[src/rtl/adat_pkg.sv]
// Shared types for the ADAT frame path: sample/frame layouts and the playback state.
package adat_pkg;

    localparam int CHANNELS     = 8;
    localparam int SAMPLE_WIDTH = 24;

    typedef logic signed [SAMPLE_WIDTH-1:0] sample_t;
    typedef sample_t [0:CHANNELS-1]         frame_t;

    typedef enum logic {
        PRIME = 1'b0,
        RUN   = 1'b1
    } state_t;

endpackage

[src/rtl/adat_frame_bridge_pulse_sync.sv]
// Multi-flop synchroniser followed by a rising-edge detector; emits a one-cycle pulse.
module pulse_sync #(
    parameter int STAGES = 2
) (
    input  logic clk,
    input  logic rst,
    input  logic async_i,
    output logic pulse_o
);

    logic [STAGES-1:0] sync_q;
    logic              last_q;

    always_ff @(posedge clk) begin
        if (rst) begin
            sync_q <= '0;
            last_q <= 1'b0;
        end else begin
            sync_q <= {sync_q[STAGES-2:0], async_i};
            last_q <= sync_q[STAGES-1];
        end
    end

    assign pulse_o = sync_q[STAGES-1] & ~last_q;

endmodule

[src/rtl/adat_frame_bridge.sv]
// Frame FIFO between ADAT receiver and transmitter: pushes on data_valid rising edges,
// pops the oldest frame onto audio_out on each synchronised data_request rising edge.
module adat_frame_bridge #(
    parameter int CHANNELS     = adat_pkg::CHANNELS,
    parameter int SAMPLE_WIDTH = adat_pkg::SAMPLE_WIDTH,
    parameter int DEPTH        = 4,
    parameter int PRIME_LEVEL  = 2,
    parameter int SYNC_STAGES  = 2,
    parameter int CNT_WIDTH    = 16
) (
    input  logic                           clk,
    input  logic                           rst,
    input  logic signed [SAMPLE_WIDTH-1:0] audio_in [0:CHANNELS-1],
    input  logic                           data_valid,
    input  logic                           data_request,
    output logic signed [SAMPLE_WIDTH-1:0] audio_out [0:CHANNELS-1],
    output logic [$clog2(DEPTH+1)-1:0]     fill,
    output logic                           running,
    output logic [CNT_WIDTH-1:0]           underrun_count,
    output logic [CNT_WIDTH-1:0]           overflow_count
);

    import adat_pkg::state_t;
    import adat_pkg::PRIME;
    import adat_pkg::RUN;

    localparam int FRAME_W = CHANNELS * SAMPLE_WIDTH;
    localparam int FILL_W  = $clog2(DEPTH + 1);
    localparam int PTR_W   = $clog2(DEPTH);
    localparam logic [FILL_W-1:0] FULL_LVL  = FILL_W'(DEPTH);
    localparam logic [FILL_W-1:0] PRIME_LVL = FILL_W'(PRIME_LEVEL);

    logic [FRAME_W-1:0] wr_frame;
    logic [FRAME_W-1:0] mem_q [DEPTH];
    logic [FRAME_W-1:0] out_q;

    logic [PTR_W-1:0]     wr_ptr_q, rd_ptr_q;
    logic [FILL_W-1:0]    fill_q, fill_d;
    state_t               state_q, state_d;
    logic [CNT_WIDTH-1:0] underrun_q, overflow_q;
    logic                 dv_q;

    logic we, re, pop, push, underrun, overflow;

    genvar gi;
    generate
        for (gi = 0; gi < CHANNELS; gi++) begin : g_chan
            assign wr_frame[gi*SAMPLE_WIDTH +: SAMPLE_WIDTH] = audio_in[gi];
            assign audio_out[gi] = out_q[gi*SAMPLE_WIDTH +: SAMPLE_WIDTH];
        end
    endgenerate

    assign we = data_valid & ~dv_q;

    pulse_sync #(
        .STAGES (SYNC_STAGES)
    ) u_req_sync (
        .clk     (clk),
        .rst     (rst),
        .async_i (data_request),
        .pulse_o (re)
    );

    // Pop is resolved before push, so a full FIFO can accept a write in the pop cycle.
    always_comb begin
        pop      = re && (state_q == RUN) && (fill_q != '0);
        underrun = re && (state_q == RUN) && (fill_q == '0);
        push     = we && ((fill_q != FULL_LVL) || pop);
        overflow = we && (fill_q == FULL_LVL) && !pop;

        fill_d = fill_q;
        if (push && !pop) begin
            fill_d = fill_q + 1'b1;
        end else if (pop && !push) begin
            fill_d = fill_q - 1'b1;
        end

        state_d = state_q;
        if (state_q == PRIME) begin
            if (fill_q >= PRIME_LVL) begin
                state_d = RUN;
            end
        end else if (underrun) begin
            state_d = PRIME;
        end
    end

    always_ff @(posedge clk) begin
        if (push) begin
            mem_q[wr_ptr_q] <= wr_frame;
        end
    end

    always_ff @(posedge clk) begin
        if (rst) begin
            dv_q       <= data_valid;
            wr_ptr_q   <= '0;
            rd_ptr_q   <= '0;
            fill_q     <= '0;
            state_q    <= PRIME;
            out_q      <= '0;
            underrun_q <= '0;
            overflow_q <= '0;
        end else begin
            dv_q    <= data_valid;
            fill_q  <= fill_d;
            state_q <= state_d;
            if (push) begin
                wr_ptr_q <= wr_ptr_q + 1'b1;
            end
            if (pop) begin
                rd_ptr_q <= rd_ptr_q + 1'b1;
            end
            if (re) begin
                out_q <= pop ? mem_q[rd_ptr_q] : '0;
            end
            if (underrun && (underrun_q != '1)) begin
                underrun_q <= underrun_q + 1'b1;
            end
            if (overflow && (overflow_q != '1)) begin
                overflow_q <= overflow_q + 1'b1;
            end
        end
    end

    assign fill           = fill_q;
    assign running        = (state_q == RUN);
    assign underrun_count = underrun_q;
    assign overflow_count = overflow_q;

endmodule
[config.mk]
export PLATFORM = sky130hd
export DESIGN_NAME = adat_frame_bridge
export DESIGN_NICKNAME = d
export VERILOG_FILES = /design/src/rtl/adat_pkg.sv /design/src/rtl/adat_frame_bridge_pulse_sync.sv /design/src/rtl/adat_frame_bridge.sv
export SDC_FILE = /design/constraint.sdc
export NUM_CORES = 1
export LEC_CHECK = 0
export BUFFER_PORTS_ARGS = -buffer_cell sky130_fd_sc_hd__buf_2
export CORE_AREA = 2 2 354 356
export CTS_CLUSTER_SIZE = 40
export DETAILED_ROUTE_END_ITERATION = 8
export DIE_AREA = 0 0 356 358
export PLACE_DENSITY_LB_ADDON = 0.2
export SYNTH_ARGS = -nofsm -noshare
export SYNTH_HDL_FRONTEND = slang
export SYNTH_HIERARCHICAL = 1
export SYNTH_SLANG_ARGS = --single-unit
[constraint.sdc]
create_clock -name clk -period 13.5 [get_ports clk]
set_input_delay 0.675 -clock clk [delete_from_list [all_inputs] [get_ports clk]]
set_output_delay 0.675 -clock clk [all_outputs]
set_load 0.01 [all_outputs]
==> Word-level counts from Yosys, hierarchy flattened <==
Memory sizes are Yosys's and may differ from the RTL's. A register that Yosys moved wholly into a read port is not among the register bits.
Cells that the tools add are included.
{ "op_classes": {"n_eq_ne": 4, "n_bitwise": 4, "n_reduce_logical": 16, "n_mux": 10, "order_cmp": 1, "add_sub_neg": 6} }
{ "ops": {"columns": ["operator", "n"], "rows": [
  ["192-bit two-way mux", 1],
  ["16-bit by 1-bit adder with 16-bit output (second input constant)", 2],
  ["16-bit inequality test (second input constant)", 2],
  ["1-bit logical AND", 10],
  ["3-bit two-way mux", 2],
  ["1-bit two-way mux", 5],
  ["2-bit by 1-bit adder with 2-bit output (second input constant)", 2],
  ["2-bit two-way mux", 2],
  ["3-bit by 1-bit adder with 3-bit output (second input constant)", 1],
  ["3-bit equality test (second input constant)", 1],
  ["3-bit by 2-bit greater-or-equal comparator with 1-bit output (second input constant)", 1],
  ["3-bit logical NOT", 1],
  ["3-bit inequality test (second input constant)", 1],
  ["3-bit nonzero test", 1],
  ["3-bit by 1-bit subtractor with 3-bit output (second input constant)", 1],
  ["1-bit bitwise AND", 2],
  ["1-bit logical NOT", 2],
  ["1-bit NOT", 2],
  ["2-bit nonzero test", 1],
  ["1-bit logical OR", 1]
]} }
{ "totals": {"regBits": 236, "wordCells": 52, "ramBits": 768, "inputBits": 196, "output_inout_bits": 228, "mem_count": 1} }
{ "mem_list": {"columns": ["name", "depth", "width", "rd", "rd_ports_with_merged_regs", "wr", "line_no", "rtl"], "rows": [
  ["mem_q", 4, 192, 1, 1, 1, "adat_frame_bridge.sv:34", "logic [FRAME_W-1:0] mem_q [DEPTH];"]
]} }

==> Logic depth before layout (Yosys ltp) <==
Gate-level depths: netlist (run 1).
{ "logic_depth": {"depth_word": 10, "depth_mapped": 12, "ltp_nobuf": 9} }

==> Modules after synthesis <==
The synthesis (run 1) kept the hierarchy.
{ "modules_own_cells": {"columns": ["module", "cells_each", "area_per_inst_um2", "instances", "seq_area_each_um2"], "rows": [
  ["adat_frame_bridge", 2096, 36761.5, 1, 27766.6],
  ["pulse_sync", 7, 87.6, 1, 60.1]
]} }

==> Worst setup path before layout (run 1) <==
OpenSTA, ideal clock, no wires.
{ "synth_timing": {"path_kind": "input to register", "start": "input data_valid", "end": "memory mem_q[0][0] in the netlist's numbering (enable)", "path_buffers": 0, "arrival_ns": 5.713, "required_time_ns": 12.924, "path_slack_ns": 7.211, "setup_time_ns": 0.576, "stages": 3, "path_cell_list": "inv_1 > a311oi_1 > and2_1"} }
{ "synth_via": {"elab_chain_len": 4} }
{ "synth_rtl": {"columns": ["element", "line_no", "rtl"], "rows": [
  ["from (decl)", "adat_frame_bridge.sv:14", "input logic data_valid,"],
  ["1-bit bitwise AND", "adat_frame_bridge.sv:53", "assign we = data_valid & ~dv_q;"],
  ["1-bit logical AND", "adat_frame_bridge.sv:68", "push = we && ((fill_q != FULL_LVL) || pop);"],
  ["net push", "adat_frame_bridge.sv:43", "logic we, re, pop, push, underrun, overflow;"],
  ["1-bit two-way mux", "adat_frame_bridge.sv:89", "if (push) begin"],
  ["1-bit two-way mux (not written as such)", "adat_frame_bridge.sv:90", "mem_q[wr_ptr_q] <= wr_frame;"],
  ["to (decl)", "adat_frame_bridge.sv:34", null]
]} }
The timed path passes the listed nets, and every way through them passes these cells.

==> Worst setup path in the final report (run 1) <==
{ "layout_timing": {"start": "register u_req_sync.sync_q[1]", "end": "memory mem_q[2][164] in the netlist's numbering (enable)"} }
{ "layout_via": {"elab_chain_len": 7} }
{ "layout_rtl": {"columns": ["element", "line_no", "rtl"], "rows": [
  ["from (decl)", "adat_frame_bridge_pulse_sync.sv:11", "logic [STAGES-1:0] sync_q;"],
  ["from (signal assigned)", "adat_frame_bridge_pulse_sync.sv:19", "sync_q <= {sync_q[STAGES-2:0], async_i};"],
  ["1-bit bitwise AND", "adat_frame_bridge_pulse_sync.sv:24", "assign pulse_o = sync_q[STAGES-1] & ~last_q;"],
  ["net re", "adat_frame_bridge.sv:43", null],
  ["1-bit logical AND (2 in a row)", "adat_frame_bridge.sv:66", "pop = re && (state_q == RUN) && (fill_q != '0);"],
  ["1-bit logical OR", "adat_frame_bridge.sv:68", null],
  ["1-bit logical AND", "adat_frame_bridge.sv:68", null],
  ["net push", "adat_frame_bridge.sv:43", null],
  ["1-bit two-way mux", "adat_frame_bridge.sv:89", null],
  ["1-bit two-way mux (not written as such)", "adat_frame_bridge.sv:90", null]
]} }
The timed path passes the listed nets, and every way through them passes these cells.

==> results.md, run 1 <==
* Internal Power at 5.321 mW
* Mapped Cells at between 2000 and 2500
* Global placement routability congestion at 0.7450
* Setup violations, final at 0
* Seq pwr share at 0.509
* Crit Path Max Fanout at 62
* Core region area at 123300 um2
* Grt ovf at 0
* DR WL/cell at 22.20 um
* CP max stage cell: a311oi_1
* Largest net degree at the start of global routing at ~110
* CTS root buffer: clkbuf_16
* Clk_skew at 0.02023 ns
* Status: finished clean
* Drt total wl at 95000 um
* WP buf/inv at 3
* DR pass1 iterations at 5
* Seq/Total Area, Yosys at 0.7552
* Cts bufs inserted at 109
* Fraction of layout cells with a size suffix above 1 at 0.3161
* Vias per std cell at 4.633
* Largest cells by area after synthesis: edfxtp_1 (63%), dfxtp_1 (13%), mux4_2 (12%)
* # resized after CTS at 0
* Slowest stage delay, CP at around 0.99 ns
* Initial antenna violation count at between 40 and 50
* Synth warn at 6
* Clock period minus worst slack at between 5 and 6 ns
* Nets at about 2700
* Die W at 356 um
* Cell Area, Synth at 36850 um2
* Crit path DAT at approximately 5.5 ns
* # clock sinks at around 1000
* Cell family with most CP delay: buffers and inverters
* Hpwl dp at about 56000 um
* Comb power frac at 0.032
* Setup TNS at 0 ns
* First-pass GRT wire length at between 100000 and 150000 um
* Detailed Route Iter0 Violations at 1217
* Die area at roughly 130000 um2
* Worst path cell trace: nor2b_4, buf_4, nand2_1, a311oi_1, and2_4, buf_4, buf_4
* Vias in the first global route at roughly 20000
* Post-DRT Antenna Nets at 0
* Area leader, netlist: edfxtp_1
* Initial Utilization at 0.2988
* Cell Rows at 129
* H-tree Lvls at 3
* Worst slew margin at 0.1900
* Cell mode on critical path: buf_4
* CP startpoint kind: flip-flop
* Pins Over Slew Limit at 0
* Clk Latency, worst-skew pair at slightly above 0.7 ns
* Hold WS at about 0.12 ns
* Switch share at 0.2078
* WP data required at between 10 and 15 ns
* Clk pwr share at 0.458
* Hold WC Path Type: input pin to flip-flop
* Final period utilization at 0.3815
* CTS Hold Bufs at 0
* Die H at ~360 um
* I/O Buffers at 423
* Clk slew on worst S/H paths at approximately 0.060 ns
* Syn Area/Cell at 17.52 um2
* Crit end category: flip-flop
* Fillcell total at roughly 12000
* Layout Area Growth over Synthesis at 20.93%
* Total GRT Usage at 0.1477
* Synth Register Bits at about 1000
* Post-synth net total at 2307
* Yosys top cell area share at 0.6259
* CP Class: flip-flop to flip-flop
* PnR Total Power at around 6.7 mW
* RSZ-0062 raised after global routing: false
* Total setup buffers inserted after CTS at 0
* Power Dens Cells at 150.7 nW/um2
* Endpoints failing hold at 0
* LEAKAGE at approximately 15 nW
* CTS Buffer Depth at 3
* Worst VDD drop at around 0.09 mV
* Most frequent cells in the layout: edfxtp_1 (768), buf_2 (422), dfxtp_1 (236), a21oi_1 (215), nor2_1 (213)
* DRC violations left at 0
* Max Cap Viol at 0
* Worst Max-Slew Pin Slew at 1.215 ns
* Vias at a little under 20000
* Sw power at 1.396 mW
* Post-synth cell types at 43
* Most common cell after layout, fill and taps aside: edfxtp_1
* Peak Freq at between 150 and 200 MHz
* TritonCTS clock tree: yes
* Io pins at roughly 420
## stage by stage
| step | utilization | cells | setup slack, ns | instance area (um2) |
|---|---|---|---|---|
| 2_1_floorplan | - | 2103 | 7.211 | 36850 |
| 6_report | 0.3614 | 4280 | 8.350 | 44560 |
| 3_3_place_gp | 0.3307 | 4069 | 8.206 | 40780 |
| 3_5_place_dp | 0.3307 | 4069 | 8.211 | 40780 |
| 5_1_grt | 0.3613 | 4278 | 7.975 | 44560 |
| 4_1_cts | 0.3613 | 4275 | 8.173 | 44550 |
## power groups by stage
stage	clock, mW	combinational [mW]	sequential (mW)
floorplan	0	0.110	3.50
global placement	0	0.220	3.48
detailed placement	0	0.224	3.49
CTS	3.18	0.225	3.42
global route	3.29	0.240	3.43
finish	3.08	0.216	3.42
## sequential cells by signal, summed over array words and instances (netlist names), named ones only
name and count:
mem_q 768, out_q 192, overflow_count 16, underrun_count 16, fill 3, rd_ptr_q 2, u_req_sync/sync_q 2, wr_ptr_q 2
dv_q 1, running 1, u_req_sync/last_q 1
## final cells by class
class                           instances  area (um2)  share of cell area
Antenna cell                            5       12.51           0.0002808
Clock buffer                          147        3052             0.06848
Clock inverter                         59       713.2             0.01600
Inverter                               11       41.29           0.0009266
Multi-Input combinational cell        966        8526              0.1913
Sequential cell                      1006       27830              0.6246
Tap cell                             1637        2048             0.04597
Timing Repair Buffer                  449        2333             0.05237
## Yosys cell counts, drive strengths merged
| library cell | n |
|---|---|
| xnor2 | 2 |
| nand4 | 10 |
| o31ai | 15 |
| a21oi | 215 |
| a31oi | 3 |
| mux2 | 6 |
| and3 | 1 |
| o21ai | 9 |
| mux2i | 2 |
| edfxtp | 768 |
| xor2 | 3 |
| a211o | 1 |
| ha | 7 |
| nand3 | 10 |
| clkbuf | 96 |
| buf | 24 |
| nand2 | 12 |
| nor2b | 201 |
| and2 | 7 |
| a311oi | 2 |
| fa | 1 |
| nand3b | 2 |
| or3b | 1 |
| and4 | 4 |
| o311a | 2 |
| or4b | 1 |
| nor2 | 213 |
| nor4 | 8 |
| o211ai | 1 |
| or4 | 17 |
| nor3 | 5 |
| inv | 11 |
| o211a | 2 |
| nor4b | 1 |
| mux4 | 192 |
| nand2b | 1 |
| or2 | 3 |
| or3 | 6 |
| dfxtp | 238 |
## logic make-up after synthesis
family                     Yosys count  synth area share
and+or+nand+nor                    503           0.07083
xor gates and xnor gates             5          0.001189
buffers and inverters              131           0.01419
adders and majority gates            8          0.002920
muxes                              200            0.1197
AOI/OAI and AO/OA                  250           0.03599
DFF                               1006            0.7552
## final timing paths
kind                              from                   end  cells after the start  slack [ns]
setup / recovery  u_req_sync/sync_q[1]         mem_q[2][164]                      7        8.35
hold / removal              data_valid                  dv_q                      1        0.12
setup reg to reg  u_req_sync/sync_q[1]         mem_q[2][164]                      7        8.35
hold reg to reg   u_req_sync/sync_q[0]  u_req_sync/sync_q[1]                      1        0.46
## layer usage
| layer | global-route usage | vias up | share of wire |
|---|---|---|---|
| li1 | - | 8994 | - |
| met1 | 0.1813 | 10170 | 0.41 |
| met2 | 0.2564 | 461 | 0.51 |
| met3 | 0.03379 | 171 | 0.055 |
| met4 | 0.04911 | 34 | 0.024 |
| met5 | 0 | - | 0.0022 |
No activity file was read; power rests on OpenSTA's default activity.
==> run 2: changes to the inputs <==
==> constraint.sdc (replaced) <==
create_clock -name clk -period 5.4 [get_ports clk]
set_input_delay 0.27 -clock clk [delete_from_list [all_inputs] [get_ports clk]]
set_output_delay 0.27 -clock clk [all_outputs]
set_load 0.01 [all_outputs]
==> run 2 against run 1 <==
Clock-buffer cell count is 5 lower. Sequential power grew to 2.5 times the previous value. Critical path type unchanged. Critical path depth down 3. Worst setup slack got worse by 6.3 ns. Worst hold slack gained 0.016 ns. Sequential cell count is the same. Die area unchanged. Cell count is 4.7% higher. Cell area increased by 5.1%. Sequential share of layout area down 3.0 points. Via count up 4.0%.
==> results.md, run 2 (synthesized netlist as in run 1, its figures left out) <==
* Status: finished clean (unchanged)
* RSZ-0062 raised after global routing: false (unchanged)
* Cells on worst reg2reg path at 4 (was 7)
* Cell Rows at 129 (unchanged)
* Setup violations, final at 0 (unchanged)
* Critical Path Stages at 4 (was 7)
* Highest layer used for signal routing: met5 (unchanged)
* Fillcell total at 11610 (was 11730)
* Slowest stage delay, CP at 0.96 ns (was 0.99 ns)
* CTS Buffer Depth at 3 (unchanged)
* Vias per std cell at 4.600 (was 4.633)
* Worst VDD drop at 0.2581 mV (was 0.08742 mV)
* Met1 wire length at 39420 um (was 38620 um)
* Worst min-delay path startpoint: rst (was data_valid)
* Die W at 356 um (unchanged)
* Sw power at 3.585 mW (was 1.396 mW)
* Grt ovf at 0 (unchanged)
* Reg2Reg Launch Point: fill[0] (was u_req_sync/sync_q[1])
* Hold WC Path Type: input pin to flip-flop (unchanged)
* Crit Path Max Fanout at 50 (was 62)
* Power Dens Cells at 364.9 nW/um2 (was 150.7 nW/um2)
* CP max stage cell: and2_4 (was a311oi_1)
* Clk slew on worst S/H paths at 0.06 ns (about the same)
* Setup TNS at 0 ns (unchanged)
* Most common cell after layout, fill and taps aside: edfxtp_1 (unchanged)
* CP Class: flip-flop to flip-flop (unchanged)
* Comb power frac at 0.040 (was 0.032)
* Core region area at 123300 um2 (unchanged)
* DR WL met2 at 49150 um (was 48660 um)
* Cell family with most CP delay: simple AND/OR/NAND/NOR gates (was buffers and inverters)
* Largest net degree at the start of global routing at 117 (was 109)
* Clk_skew at 0.03938 ns (was 0.02023 ns)
* Fraction of layout cells with a size suffix above 1 at 0.2956 (was 0.3161)
* Drt total wl at 95820 um (was 95000 um)
* Endpoints failing hold at 0 (unchanged)
* Die H at 358 um (unchanged)
* Nets at 2952 (was 2747)
* Hpwl dp at 56250 um (about the same)
* DR pass1 iterations at 5 (unchanged)
* # clock sinks at 1006 (unchanged)
* LEAKAGE at 16.40 nW (was 15.47 nW)
* Vias in the first global route at 21640 (was 20470)
* Post-DRT Antenna Nets at 0 (unchanged)
* Worst path cell trace: nor2_1, a311oi_1, and2_4, buf_4 (was nor2b_4, buf_4, nand2_1, a311oi_1, and2_4, buf_4, buf_4)
* Post-Layout Cell Count at 4483 (was 4280)
* Clk pwr share at 0.460 (was 0.458)
* Internal Power at 13.50 mW (was 5.321 mW)
* WP data required at 5.76 ns (was 13.84 ns)
* TritonCTS clock tree: yes (unchanged)
* Top flop regs: mem_q: 768 flops, out_q: 192 flops (unchanged)
* Vias at 20620 (was 19830)
* Io pins at 424 (unchanged)
* Max Cap Viol at 0 (unchanged)
* Switch share at 0.2099 (was 0.2078)
* CTS root buffer: clkbuf_16 (unchanged)
* Detailed Route Iter0 Violations at 1478 (was 1217)
* Worst Max-Slew Pin Slew at 1.101 ns (was 1.215 ns)
* Peak Freq at 299.3 MHz (was 194.2 MHz)
* Clk Latency, worst-skew pair at 0.72 ns (was 0.71 ns)
* Layout Area Growth over Synthesis at 27.04% (was 20.93%)
* Multi-input gate area at 8526 um2 (unchanged)
* CP Launch Point: fill[0] (was u_req_sync/sync_q[1])
* Placed Cells at 4079 (was 4069)
* Global placement routability congestion at 0.7456 (was 0.7450)
* WL met3 at 4787 um (was 5188 um)
* Crit end category: flip-flop (unchanged)
* Total GRT Usage at 0.1479 (was 0.1477)
* Seq pwr share at 0.500 (was 0.509)
* WP buf/inv at 1 (was 3)
* I/O Buffers at 423 (unchanged)
* Crit path DAT at 3.70 ns (was 5.49 ns)
* Largest register FFs at 768 (unchanged)
* Hold Path Cell Cnt at 2 (was 1)
* CP startpoint kind: flip-flop (unchanged)
* Final period utilization at 0.6188 (was 0.3815)
* Die area at 127400 um2 (unchanged)
* DRC violations left at 0 (unchanged)
* Worst slew margin at 0.2662 (was 0.1900)
* Initial Utilization at 0.2988 (unchanged)
* Clock period minus worst slack at 3.341 ns (was 5.150 ns)
* Pins Over Slew Limit at 0 (unchanged)
* Cts bufs inserted at 110 (was 109)
* DR WL/cell at 21.37 um (was 22.20 um)
* PnR Total Power at 17.08 mW (was 6.717 mW)
* First-pass GRT wire length at 140800 um (was 139000 um)
* Register area at 27830 um2 (unchanged)
* Initial antenna violation count at 6 (was 47)
* Largest Register: mem_q (unchanged)
* H-tree Lvls at 3 (unchanged)
* Most frequent cells in the layout: edfxtp_1 (768), buf_2 (422), dfxtp_1 (236), a21oi_1 (215), nor2_1 (213) (unchanged)
-- run 2: worst paths after layout --
| path | endpoint | slack [ns] |
|---|---|---|
| max | mem_q[3][93] | 2.06 |
| min | out_q[104] | 0.14 |
| max reg2reg | mem_q[3][93] | 2.06 |
| min reg2reg | u_req_sync/sync_q[1] | 0.46 |
-- run 2: area by class of cell --
cell class / instances / area share
Inverter: 11 / 0.0008820
Antenna cell: 1 / 0.00005345
Clock buffer: 142 / 0.06372
Timing Repair Buffer: 653 / 0.09640
Clock inverter: 67 / 0.01852
Sequential cell: 1006 / 0.5946
Tap cell: 1637 / 0.04375
Multi-Input combinational cell: 966 / 0.1821
-- run 2: per-stage QoR --
stage          utilization  setup WS (ns)  hold WS (ns)  area, um2
2_1_floorplan            -          1.242        0.2977      36850
3_3_place_gp        0.3327          2.107        0.4252      41020
3_5_place_dp        0.3327          1.967        0.4347      41020
4_1_cts             0.3796          1.990        0.1244      46810
5_1_grt             0.3796          1.734        0.1457      46810
6_report            0.3796          2.059        0.1406      46810
-- run 2: power by group through the flow --
stage	registers, mW	clock network [mW]	logic, mW
global placement	8.70	0	0.562
global route	8.56	8.39	0.745
CTS	8.55	8.08	0.705
floorplan	8.72	0	0.276
finish	8.55	7.85	0.683
detailed placement	8.71	0	0.574
-- run 2: layer usage --
layer,up-vias,global-route usage
met1,10560,0.1828
met4,10,0.04785
li1,9402,-
met2,504,0.2596
met3,147,0.02896
met5,-,0
-- run 2: repair_timing --
item	in CTS	in global routing
setup buffers	0	0
endpoints found under the setup margin	0	0
gates resized for setup	0	0
hold buffers	194	0
endpoints found under the hold margin	770	0
